--- src/rtl/look_ahead_adder_pkg.sv ---
// Shared constants and the 4-input lookahead carry equation for the adder tree.
// Latency: none (combinational helper only).
// Backpressure: none.
package look_ahead_adder_pkg;

    localparam int DEFAULT_WIDTH = 64;
    localparam int GROUP_W       = 4;
    localparam int BLOCK_W       = 16;

    // Flattened sum-of-products carries c1..c4 from four (generate, propagate)
    // pairs and a carry-in; no term depends on a previously computed carry.
    function automatic logic [4:1] cla_carries(
        input logic [3:0] g,
        input logic [3:0] p,
        input logic       cin
    );
        logic [4:1] c;
        c[1] = g[0]
             | (p[0] & cin);
        c[2] = g[1]
             | (p[1] & g[0])
             | (p[1] & p[0] & cin);
        c[3] = g[2]
             | (p[2] & g[1])
             | (p[2] & p[1] & g[0])
             | (p[2] & p[1] & p[0] & cin);
        c[4] = g[3]
             | (p[3] & g[2])
             | (p[3] & p[2] & g[1])
             | (p[3] & p[2] & p[1] & g[0])
             | (p[3] & p[2] & p[1] & p[0] & cin);
        return c;
    endfunction

endpackage

--- src/rtl/look_ahead_adder_cla4.sv ---
// 4-bit carry-lookahead cell: internal carries plus group generate/propagate.
// Latency: combinational.
// Backpressure: none.
module cla4
    import look_ahead_adder_pkg::*;
(
    input  logic [3:0] g,
    input  logic [3:0] p,
    input  logic       cin,
    output logic [3:1] c,
    output logic       G,
    output logic       P
);

    logic [4:1] w_c;
    logic       w_unused_c4;

    assign w_c = cla_carries(g, p, cin);
    assign c   = w_c[3:1];

    // The carry out of this cell is formed one level up from G/P, so the
    // local c4 term is not needed here.
    assign w_unused_c4 = w_c[4];

    // Group generate/propagate depend only on g/p, never on cin, which keeps
    // the tree free of any path from a carry back into a G/P signal.
    assign G = g[3]
             | (p[3] & g[2])
             | (p[3] & p[2] & g[1])
             | (p[3] & p[2] & p[1] & g[0]);
    assign P = &p;

endmodule

--- src/rtl/look_ahead_adder.sv ---
// Registered WIDTH-bit unsigned adder built on a 3-level carry-lookahead tree
// (bit -> 4-bit group -> 16-bit block -> top); WIDTH = 16, 32, 48 or 64.
// Latency: 1 cycle, throughput 1/cycle, no handshake (no backpressure).
// Macro LOOK_AHEAD_ADDER_COUT_EN adds the registered carry-out port COUT.
module look_ahead_adder
    import look_ahead_adder_pkg::*;
#(
    parameter int WIDTH = DEFAULT_WIDTH
) (
    input  logic             clk,
    input  logic             rst,
    input  logic [WIDTH-1:0] A,
    input  logic [WIDTH-1:0] B,
    output logic [WIDTH-1:0] SUM
`ifdef LOOK_AHEAD_ADDER_COUT_EN
    ,
    output logic             COUT
`endif
);

    localparam int NG  = WIDTH / GROUP_W;    // number of 4-bit groups
    localparam int NB  = WIDTH / BLOCK_W;    // number of 16-bit blocks (1..4)
    localparam int GPB = BLOCK_W / GROUP_W;  // groups per block

    // Bit level
    logic [WIDTH-1:0] w_g;
    logic [WIDTH-1:0] w_p;
    logic [WIDTH-1:0] w_c;      // carry into each bit
    logic [WIDTH-1:0] w_sum;

    // Group level
    logic [NG-1:0]    w_grp_g;
    logic [NG-1:0]    w_grp_p;
    logic [NG-1:0]    w_grp_c;  // carry into each group

    // Block level
    logic [NB-1:0]    w_blk_g;
    logic [NB-1:0]    w_blk_p;
    logic [NB-1:0]    w_blk_c;  // carry into each block

    // Top level
    logic [3:0]       w_top_gi;
    logic [3:0]       w_top_pi;
    logic [3:1]       w_top_c;
    logic             w_top_g;
    logic             w_top_p;
    logic             w_unused;

    logic [WIDTH-1:0] r_sum;

    assign w_g = A & B;
    assign w_p = A ^ B;

    // Level 1: one cell per 4-bit group yields bit carries and group G/P.
    for (genvar gi = 0; gi < NG; gi++) begin : g_grp
        cla4 u_cla4 (
            .g   (w_g[gi*GROUP_W +: GROUP_W]),
            .p   (w_p[gi*GROUP_W +: GROUP_W]),
            .cin (w_grp_c[gi]),
            .c   (w_c[gi*GROUP_W+1 +: GROUP_W-1]),
            .G   (w_grp_g[gi]),
            .P   (w_grp_p[gi])
        );
        assign w_c[gi*GROUP_W] = w_grp_c[gi];
    end

    // Level 2: one cell per 16-bit block combines its four group G/P values.
    for (genvar bi = 0; bi < NB; bi++) begin : g_blk
        cla4 u_cla4 (
            .g   (w_grp_g[bi*GPB +: GPB]),
            .p   (w_grp_p[bi*GPB +: GPB]),
            .cin (w_blk_c[bi]),
            .c   (w_grp_c[bi*GPB+1 +: GPB-1]),
            .G   (w_blk_g[bi]),
            .P   (w_blk_p[bi])
        );
        assign w_grp_c[bi*GPB] = w_blk_c[bi];
    end

    // Pad unused top-level slots with g=0/p=1 so they pass the real carry
    // straight through; top G is then the carry out of the MSB for any WIDTH.
    always_comb begin
        w_top_gi         = '0;
        w_top_pi         = '1;
        w_top_gi[NB-1:0] = w_blk_g;
        w_top_pi[NB-1:0] = w_blk_p;
    end

    // Level 3: combine block G/P with the fixed zero carry-in.
    cla4 u_top (
        .g   (w_top_gi),
        .p   (w_top_pi),
        .cin (1'b0),
        .c   (w_top_c),
        .G   (w_top_g),
        .P   (w_top_p)
    );

    assign w_blk_c[0] = 1'b0;
    for (genvar k = 1; k < NB; k++) begin : g_blk_cin
        assign w_blk_c[k] = w_top_c[k];
    end

    // Top P, padded-slot carries and (without COUT) top G have no consumer.
    assign w_unused = ^{w_top_c, w_top_p, w_top_g};

    assign w_sum = w_p ^ w_c;

    // Capture the sum one cycle after its operands; reset clears it at once.
    always_ff @(posedge clk or posedge rst) begin
        if (rst) begin
            r_sum <= '0;
        end else begin
            r_sum <= w_sum;
        end
    end

    assign SUM = r_sum;

`ifdef LOOK_AHEAD_ADDER_COUT_EN
    logic r_cout;

    // Carry out of the MSB, aligned with the SUM register.
    always_ff @(posedge clk or posedge rst) begin
        if (rst) begin
            r_cout <= 1'b0;
        end else begin
            r_cout <= w_top_g;
        end
    end

    assign COUT = r_cout;
`endif

endmodule

--- config.mk ---
export PLATFORM = sky130hd
export DESIGN_NAME = look_ahead_adder
export DESIGN_NICKNAME = d
export VERILOG_FILES = /design/src/rtl/look_ahead_adder_pkg.sv /design/src/rtl/look_ahead_adder_cla4.sv /design/src/rtl/look_ahead_adder.sv
export SDC_FILE = /design/constraint.sdc
export NUM_CORES = 1
export LEC_CHECK = 0
export ABC_AREA = 1
export ABC_CLOCK_PERIOD_IN_PS = 2400
export CORE_AREA = 5 5 160 85
export DETAILED_ROUTE_END_ITERATION = 8
export DIE_AREA = 0 0 165 90
export HOLD_SLACK_MARGIN = 0.08
export PLACE_DENSITY = 0.84
export SETUP_SLACK_MARGIN = 0.3
export SYNTH_ARGS = -nofsm -noshare
export SYNTH_HDL_FRONTEND = slang
export SYNTH_SLANG_ARGS = --single-unit
--- constraint.sdc ---
create_clock -name clk -period 2.4 [get_ports clk]
set_clock_uncertainty 0.1 [all_clocks]
set_input_delay 0.72 -clock clk [delete_from_list [all_inputs] [get_ports clk]]
set_output_delay 0.72 -clock clk [all_outputs]
set_load 0.005 [all_outputs]
==> results of run 1 <==
power by group:
part / internal, mW / switching (mW)
Sequential: 1.30 / 0.0741
Combinational: 1.37 / 1.05
Clock: 0.880 / 0.483
worst max path at each step:
stage          slack (ns)           endpoint  cells past startpoint
4_1_cts             -0.06  SUM[60]$_DFF_PP0_                     13
3_3_place_gp        -0.79  SUM[53]$_DFF_PP0_                     14
6_report            -0.09  SUM[60]$_DFF_PP0_                      9
3_5_place_dp        -0.87  SUM[53]$_DFF_PP0_                     14
2_1_floorplan       -0.11  SUM[53]$_DFF_PP0_                     15
5_1_grt             -0.17  SUM[28]$_DFF_PP0_                     10
per-stage QoR:
step           utilization (%)  hold slack (ns)  setup WS (ns)  TNS (ns)  power, mW
2_1_floorplan                -            0.747         -0.115     -1.13       2.09
3_3_place_gp              67.5            0.978         -0.790    -33.22       3.19
3_5_place_dp              67.5            0.974         -0.870    -36.49       3.25
4_1_cts                   78.9            0.595        -0.0561    -0.199       4.94
5_1_grt                   82.4            0.614         -0.166     -3.43       5.43
6_report                  82.4            0.613        -0.0929    -0.719       5.16
placed cells by master, fill, tap and decap left out, types with 3 or more instances in the layout:
| cell | netlist | final |
|---|---|---|
| a21oi_1 | 30 | 13 |
| a21oi_2 | 0 | 10 |
| a21oi_4 | 0 | 7 |
| buf_2 | 0 | 46 |
| buf_4 | 0 | 155 |
| buf_6 | 0 | 56 |
| clkbuf_16 | 0 | 9 |
| clkbuf_2 | 0 | 3 |
| clkbuf_8 | 0 | 3 |
| clkdlybuf4s15_1 | 0 | 10 |
| clkdlybuf4s15_2 | 0 | 15 |
| clkdlybuf4s50_1 | 0 | 77 |
| dfrtp_1 | 64 | 64 |
| dlygate4sd2_1 | 0 | 16 |
| fa_2 | 0 | 15 |
| ha_1 | 63 | 6 |
| ha_2 | 0 | 3 |
| ha_4 | 0 | 54 |
| inv_1 | 86 | 75 |
| inv_2 | 1 | 10 |
| nand2_1 | 164 | 80 |
| nand2_2 | 18 | 69 |
| nand2_4 | 1 | 33 |
| nand3_1 | 34 | 22 |
| nand3_2 | 5 | 13 |
| nand3_4 | 1 | 5 |
| nor2_1 | 37 | 17 |
| nor2_2 | 2 | 7 |
| nor2_4 | 0 | 15 |
| nor3_4 | 0 | 4 |
| xnor2_1 | 3 | 3 |
| xor2_1 | 26 | 25 |
cell usage after synthesis, types with 3 or more instances:
library cell	count
nor2_1	37
ha_1	63
xor2_1	26
dfrtp_1	64
nand3_1	34
fa_1	16
inv_1	86
xnor2_1	3
nand2_2	18
a21oi_1	30
nor3_1	4
nand2_1	164
nand3_2	5
cell families (layout without fill, tap and decap cells):
group / Yosys count / count (layout)
compound gates: 41 / 41
xor+xnor: 29 / 29
fa+ha+maj: 79 / 79
buf+inv: 87 / 485
flops: 64 / 64
simple gates: 273 / 273
critical path, cell delays in order:
cell and delay, ns:
clkdlybuf4s50_1 0.46, ha_4 0.31, inv_1 0.06, nor2_2 0.19, nand2_2 0.12, nor2_2 0.16
nor2_4 0.06, nand2_4 0.08, fa_2 0.43
per-layer routing:
layer / vias to the layer above / GRT usage, % / share of wire [%]
met2: 214 / 42.9 / 51
met5: - / 0 / 0.066
met1: 2568 / 30.2 / 40
met3: 34 / 5.80 / 6.5
li1: 2597 / - / -
met4: 2 / 6.51 / 2.1
what timing repair did:
action | CTS | global route
gates resized for setup | 547 | 113
setup buffers | 65 | 12
pin swaps | 178 | 84
gates cloned | 0 | 0
setup endpoints to repair | 60 | 58
cell type report:
type                    instances  area [um2]
multi-input cells             422        4300
fillers                       724        2140
clock inverters                 3        40.0
repair buffers                383        3300
clock buffers                  12         267
inverters                      87         333
flip-flops and latches         64        1600
well taps                     170         213
==> impl_metrics.env, run 1 <==
export IMPL_syn_nets=782
export IMPL_synth_edff_count=0
export IMPL_ys_top_cells_by_area="dfrtp_1 34%, ha_1 17%, nand2_1 13%, inv_1 6.8%, fa_1 6.8%"
export IMPL_p_leak_nw=4.92
export IMPL_grt_overflow=0
export IMPL_ir_drop_uv=319
export IMPL_wl_um=19600
export IMPL_ant_nets=0
export IMPL_cp_required_ns=2.49
export IMPL_worstSetupStartpointType="primary input"
export IMPL_outcome="finished with violations"
export IMPL_cts_max_path_buffers=2
export IMPL_maxCapViolations=0
export IMPL_synthXorXnorAreaFrac_pct=5.38
export IMPL_cts_made_buffers=9
export IMPL_io_pins=194
export IMPL_ys_warn_count=0
export IMPL_min_period_over_period_pct=104
export IMPL_dp_hpwl_um=13000
export IMPL_mappedNetlistArea_mm2=0.00472
export IMPL_core_mm2=0.0122
export IMPL_synth_top_family_by_area="simple AND/OR/NAND/NOR gates"
export IMPL_power_density_mw_per_mm2=513
export IMPL_cts_tree="yes"
export IMPL_drt_iter0_drc=242
export IMPL_cts_root_buf="clkbuf_16"
export IMPL_synthArstFlopShare_pct=100
export IMPL_synthDominantCellAreaShare_pct=34.0
export IMPL_htree_levels=3
export IMPL_setup_viol=21
export IMPL_viasPerCell=4.75
export IMPL_synth_compound_area_share_pct=4.77
export IMPL_antenna_found_initial=1
export IMPL_hp_start="B[12]"
export IMPL_tightest_slew_ns=0.379
export IMPL_dr_pass1_iters=5
export IMPL_grt_pass1_vias=5711
export IMPL_start_util_pct=38.7
export IMPL_grt_setup_unrepaired="true"
export IMPL_holdBufCountCts=0
export IMPL_drive_above_1_share_pct=56.6
export IMPL_syn_to_final_growth_pct=113
export IMPL_ys_types=30
export IMPL_fin_cells=1141
export IMPL_grt_pass1_wl_um=28900
export IMPL_failed_checks="setup timing"
export IMPL_syn_inst=573
export IMPL_dpl_cell_area_mm2=0.00823
export IMPL_critPathCaptureType="flip-flop"
export IMPL_largest_reg_flops=64
export IMPL_worstPathArrival_ns=2.58
export IMPL_synthAdderAreaFrac_pct=23.5
export IMPL_cts_sinks=64
export IMPL_max_freq_mhz=401
export IMPL_synth_mux_area_share_pct=0
export IMPL_ys_ff_latch=64
export IMPL_synth_area_per_cell_um2=8.23
export IMPL_routabilityCongestion=0.849
export IMPL_max_slew_margin_pct=74.7
export IMPL_grt_usage_pct=24.5
export IMPL_rows=29
export IMPL_num_nets_final=1176
export IMPL_finalHoldViolations=0
export IMPL_die_h_um=90
export IMPL_critPathKind="primary input to flip-flop"
export IMPL_fin_area_mm2=0.0100
export IMPL_hp_class="primary input to flip-flop"
export IMPL_grt_max_degree=24
export IMPL_vias=5415
export IMPL_critPathLaunch="A[58]"
export IMPL_die_area_mm2=0.0149
export IMPL_whs_path_depth=2
export IMPL_clk_pin_slew_ns=0.05
export IMPL_synthFlopType="dfrtp_1"
export IMPL_worst_slack_ns=-0.0929
export IMPL_io_buffers=193
export IMPL_cp_max_fo=4
export IMPL_synthSimpleGateAreaFrac_pct=25.5
export IMPL_ys_seq_area_share_pct=34.0
export IMPL_drv_slew=0
export IMPL_wl_per_cell_um=17.2
export IMPL_whs_endpoint="SUM[12]$_DFF_PP0_"
export IMPL_die_x_um=165
export IMPL_synth_top_cell_by_area="dfrtp_1"
export IMPL_placed_cells=1049
export IMPL_fin_crit_ns=2.49
export IMPL_drc=0
export IMPL_insertedDiodeCount=0
(Power assumes the default switching activity.)
==> run 2, diff against run 1 <==
--- a/config.mk
+++ b/config.mk
@@ -11,7 +11,7 @@
 export DETAILED_ROUTE_END_ITERATION = 8
 export DIE_AREA = 0 0 165 90
 export HOLD_SLACK_MARGIN = 0.08
-export PLACE_DENSITY = 0.84
+export PLACE_DENSITY = 0.77
 export SETUP_SLACK_MARGIN = 0.3
 export SYNTH_ARGS = -nofsm -noshare
 export SYNTH_HDL_FRONTEND = slang
==> impl_metrics.env, run 2 (synthesized netlist as in run 1, its figures left out) <==
export IMPL_dpl_cell_area_mm2=0.00814
export IMPL_cts_root_buf="clkbuf_16"
export IMPL_core_mm2=0.0122
export IMPL_routabilityCongestion=0.859
export IMPL_hp_class="primary input to flip-flop"
export IMPL_tightest_slew_ns=0.393
export IMPL_failed_checks="setup timing"
export IMPL_dr_pass1_iters=4
export IMPL_viasPerCell=4.85
export IMPL_max_slew_margin_pct=73.8
export IMPL_cts_sinks=64
export IMPL_io_pins=194
export IMPL_cp_max_fo=4
export IMPL_insertedDiodeCount=0
export IMPL_ir_drop_uv=324
export IMPL_dp_hpwl_um=12800
export IMPL_critPathCaptureType="flip-flop"
export IMPL_vias=5427
export IMPL_setup_viol=19
export IMPL_clk_pin_slew_ns=0.06
export IMPL_ant_nets=0
export IMPL_fin_crit_ns=2.51
export IMPL_worstSetupStartpointType="primary input"
export IMPL_fill_cells=671
export IMPL_final_common_cell="buf_4"
export IMPL_drc=0
export IMPL_grt_pass1_vias=5930
export IMPL_power_density_mw_per_mm2=519
export IMPL_rows=29
export IMPL_htree_levels=3
export IMPL_num_nets_final=1153
export IMPL_start_util_pct=38.7
export IMPL_holdBufCountCts=0
export IMPL_grt_max_degree=65
export IMPL_placed_cells=1039
export IMPL_die_h_um=90
export IMPL_largest_reg_flops=64
export IMPL_fin_area_mm2=0.00984
export IMPL_cts_max_path_buffers=2
export IMPL_drive_above_1_share_pct=56.3
export IMPL_finalHoldViolations=0
export IMPL_syn_to_final_growth_pct=109
export IMPL_drt_iter0_drc=233
export IMPL_wl_um=20000
export IMPL_fin_util_pct=80.7
export IMPL_grt_usage_pct=23.9
export IMPL_critPathKind="primary input to flip-flop"
export IMPL_maxCapViolations=0
export IMPL_wl_per_cell_um=17.9
export IMPL_outcome="finished with violations"
export IMPL_min_period_over_period_pct=105
export IMPL_io_buffers=193
export IMPL_worstPathArrival_ns=2.61
export IMPL_power_mw=5.11
export IMPL_pre_cts_slack_ns=-0.918
export IMPL_p_leak_nw=4.86
export IMPL_grt_pass1_wl_um=28500
export IMPL_cts_made_buffers=9
export IMPL_cts_tree="yes"
export IMPL_grt_setup_unrepaired="true"
export IMPL_die_x_um=165
export IMPL_die_area_mm2=0.0149
export IMPL_layout_common_cells="142 x buf_4, 82 x nand2_1, 77 x clkdlybuf4s50_1, 70 x inv_1, 64 x dfrtp_1"
export IMPL_worst_slack_ns=-0.108
export IMPL_antenna_found_initial=2
export IMPL_cp_required_ns=2.50
export IMPL_grt_overflow=0
export IMPL_drv_slew=0
export IMPL_max_freq_mhz=399
export IMPL_fin_cells=1119
[run 2: cell types whose count changed in the layout (fill, tap and decap cells not counted), moves of 5 or more]
cell and delta:
buf_2 -12, buf_4 -13, nand2_4 +6, inv_1 -5, clkbuf_2 +6, nand3_2 +11, clkdlybuf4s15_2 -5, inv_2 +5
nand2_2 -7, nand3_1 -9, nor2_4 -5
[run 2: routing by layer]
layer  wire [um]  up-vias  GRT usage (%)
met5          21        -              0
met4         699        4           7.68
met3        1160       64           6.35
met2       10300      215           41.8
met1        7850     2590           28.4
li1            -     2554              -
[run 2: worst max-delay path, cell delays in order]
cell and delay [ns]:
dlygate4sd2_1 0.24, ha_2 0.24, nand3_2 0.10, o21ai_2 0.21, nand2_1 0.09, nand2_2 0.13, nand2_2 0.09, nand2_4 0.13
nand3_2 0.09, nand2_2 0.11, fa_2 0.44
[run 2: worst paths after layout]
| kind | cells past startpoint | end | slack [ns] | startpoint |
|---|---|---|---|---|
| worst max-delay path | 11 | SUM[44]$_DFF_PP0_ | -0.11 | A[0] |
| worst min-delay path | 2 | SUM[8]$_DFF_PP0_ | 0.61 | A[8] |
| max in group asynchronous | 3 | SUM[45]$_DFF_PP0_ | 1.13 | rst |
| min in group asynchronous | 3 | SUM[27]$_DFF_PP0_ | 0.73 | rst |
[run 2: area by class of cell]
class / instances / area [um2] / share of cell area [%]
Multi-Input combinational cell: 422 / 4260 / 43.3
Timing Repair Buffer: 360 / 3130 / 31.8
Sequential cell: 64 / 1600 / 16.3
Inverter: 87 / 333 / 3.38
Clock buffer: 13 / 260 / 2.64
Tap cell: 170 / 213 / 2.16
Clock inverter: 3 / 40.0 / 0.407
[run 2: where the power goes]
| part | total, mW | internal, mW | switching, mW | leakage, nW |
|---|---|---|---|---|
| clock | 1.37 | 0.859 | 0.510 | 0.150 |
| sequential | 1.38 | 1.30 | 0.0839 | 0.750 |
| combinational | 2.36 | 1.32 | 1.04 | 3.96 |
| total | 5.11 | 3.48 | 1.63 | 4.86 |
[run 2: what timing repair did]
action | CTS | global route
setup buffers | 48 | 16
endpoints found under the hold margin | 0 | 0
resized for setup | 528 | 146
setup endpoints to repair | 60 | 56
pin swaps | 153 | 114
[run 2: per-stage QoR]
step	setup TNS (ns)	hold slack (ns)
2_1_floorplan	-1.13	0.747
5_1_grt	-4.67	0.615
3_5_place_dp	-37.82	1.12
3_3_place_gp	-33.93	1.09
4_1_cts	-0.382	0.598
6_report	-1.06	0.608
==> run 3, diff against run 2 <==
--- a/config.mk
+++ b/config.mk
@@ -7,7 +7,9 @@
 export LEC_CHECK = 0
 export ABC_AREA = 1
 export ABC_CLOCK_PERIOD_IN_PS = 2400
+export CAP_MARGIN = 20
 export CORE_AREA = 5 5 160 85
+export CTS_CLUSTER_DIAMETER = 200
 export DETAILED_ROUTE_END_ITERATION = 8
 export DIE_AREA = 0 0 165 90
 export HOLD_SLACK_MARGIN = 0.08
==> results of run 3 <==
Final layout, timing and power as in run 2 (identical DEF).
==> RTL change: new RTL, flow settings as in run 1 <==
Build with the macro `LOOK_AHEAD_ADDER_COUT_EN` defined.
--- a/src/rtl/look_ahead_adder.sv
+++ b/src/rtl/look_ahead_adder.sv
@@ -3,4 +3,6 @@
 // Latency: 1 cycle, throughput 1/cycle, no handshake (no backpressure).
 // Macro LOOK_AHEAD_ADDER_COUT_EN adds the registered carry-out port COUT.
+`define LOOK_AHEAD_ADDER_COUT_EN
+
 module look_ahead_adder
     import look_ahead_adder_pkg::*;
Check against the original RTL (old outputs only; new: COUT): equivalent (equiv_simple and equiv_induct, registers matched by name and starting in step).
==> RTL change against run 1 <==
The run still ends with negative setup slack left; fmax decreased by 1.0%; first-iteration DRC count decreased by 42%; highest routed layer unchanged; power increased by 1.3%; worst setup slack got worse by 0.026 ns; sequential cell count increased by 1; largest power group unchanged; area after synthesis increased by 0.34%; critical endpoint is now SUM[61]; final area decreased by 5.2%; hold slack got worse by 0.027 ns; routed wire length decreased by 7.0%.
==> RTL change: results <==
{
  "status": "finished with violations",
  "violations": "negative setup slack",
  "drtPass1Iterations": 4,
  "arrival_ns": 2.64,
  "grt_pass1_vias": 5465,
  "yosys.area.top_type_share_pct": 34.4,
  "final.clkbuf_count": 10,
  "fin_cells": 1092,
  "nonClockBufferCount": 332,
  "fillCellCount": 734,
  "postCtsSetupBuffers": 31,
  "syn_nets": 784,
  "synthCells": 574,
  "synth_sequential_area_ratio_pct": 34.4,
  "slew_headroom_pct": 74.3,
  "power_dissipated_by_switching_net_loads_mw": 1.61,
  "post_dp_cell_area_um2": 8120,
  "netlist_top_cells_area": "dfrtp_1 (34%), ha_1 (17%), nand2_1 (13%)",
  "viasPerCell": 4.72,
  "cts.repair.resized": 524,
  "max-vdd-ir-drop_mv": 0.380,
  "compound_cell_area_share_of_the_yosys_netlist_pct": 5.42,
  "drive_gt1_share_pct": 51.1,
  "synth-adder-area-share_pct": 23.7,
  "place_congestion": 0.879,
  "crit_path_max_incr_delay_ns": 0.36,
  "swShare_pct": 30.9,
  "post-dp-hpwl_mm": 12.4,
  "synthDistinctLibCells": 28,
  "postLayoutSetupSlackWorst_ns": -0.119,
  "multi_input_comb_cells": 418,
  "pre_cts_ws_ns": -0.845,
  "non_clk_invs": 91,
  "non_clock_buffers_area_share_pct": 30.1,
  "post_synth_xor_area_fraction_pct": 5.18,
  "totalNegativeSetupSlack_ns": -1.18,
  "share_of_cell_area_taken_by_multi_input_logic_gates_pct": 43.4,
  "synth_commonest_cells": "nand2_1 (161), inv_1 (90), dfrtp_1 (65)",
  "syn_area_per_cell_um2": 8.25,
  "final-setup-viol-count": 23,
  "grt_max_degree": 66,
  "grt_use_total_pct": 22.9
}
==> RTL change: cell types whose count changed after synthesis, moves of 2 or more <==
cell / delta
nand2_1: -3
inv_1: +4
o21bai_1: +2
nor2_1: -3
nand3_2: -3
o21ai_0: -2
==> RTL change: worst max-delay path, delay by kind of cell <==
kind	cells	cell delay (ns)
XOR/XNOR	1	0.15
AND/OR/NAND/NOR	6	0.69
buffers and inverters	1	0.10
AO/OA/AOI/OAI	2	0.37
adder cells (fa/ha/maj)	2	0.61
==> RTL change: path summary, 6_finish.rpt <==
kind,start,slack [ns],end,depth (start not counted)
max in group asynchronous,rst,1.15,SUM[47],3
setup / recovery,A[39],-0.12,SUM[61],12
hold / removal,B[12],0.59,SUM[12],2
min in group asynchronous,rst,0.73,SUM[26],3
==> RTL change: metal layers <==
layer	global-route usage, %	part of all wire [%]
met1	27.5	40
met2	40.4	51
met3	6.76	7.2
met4	4.98	1.4
met5	0	0.071
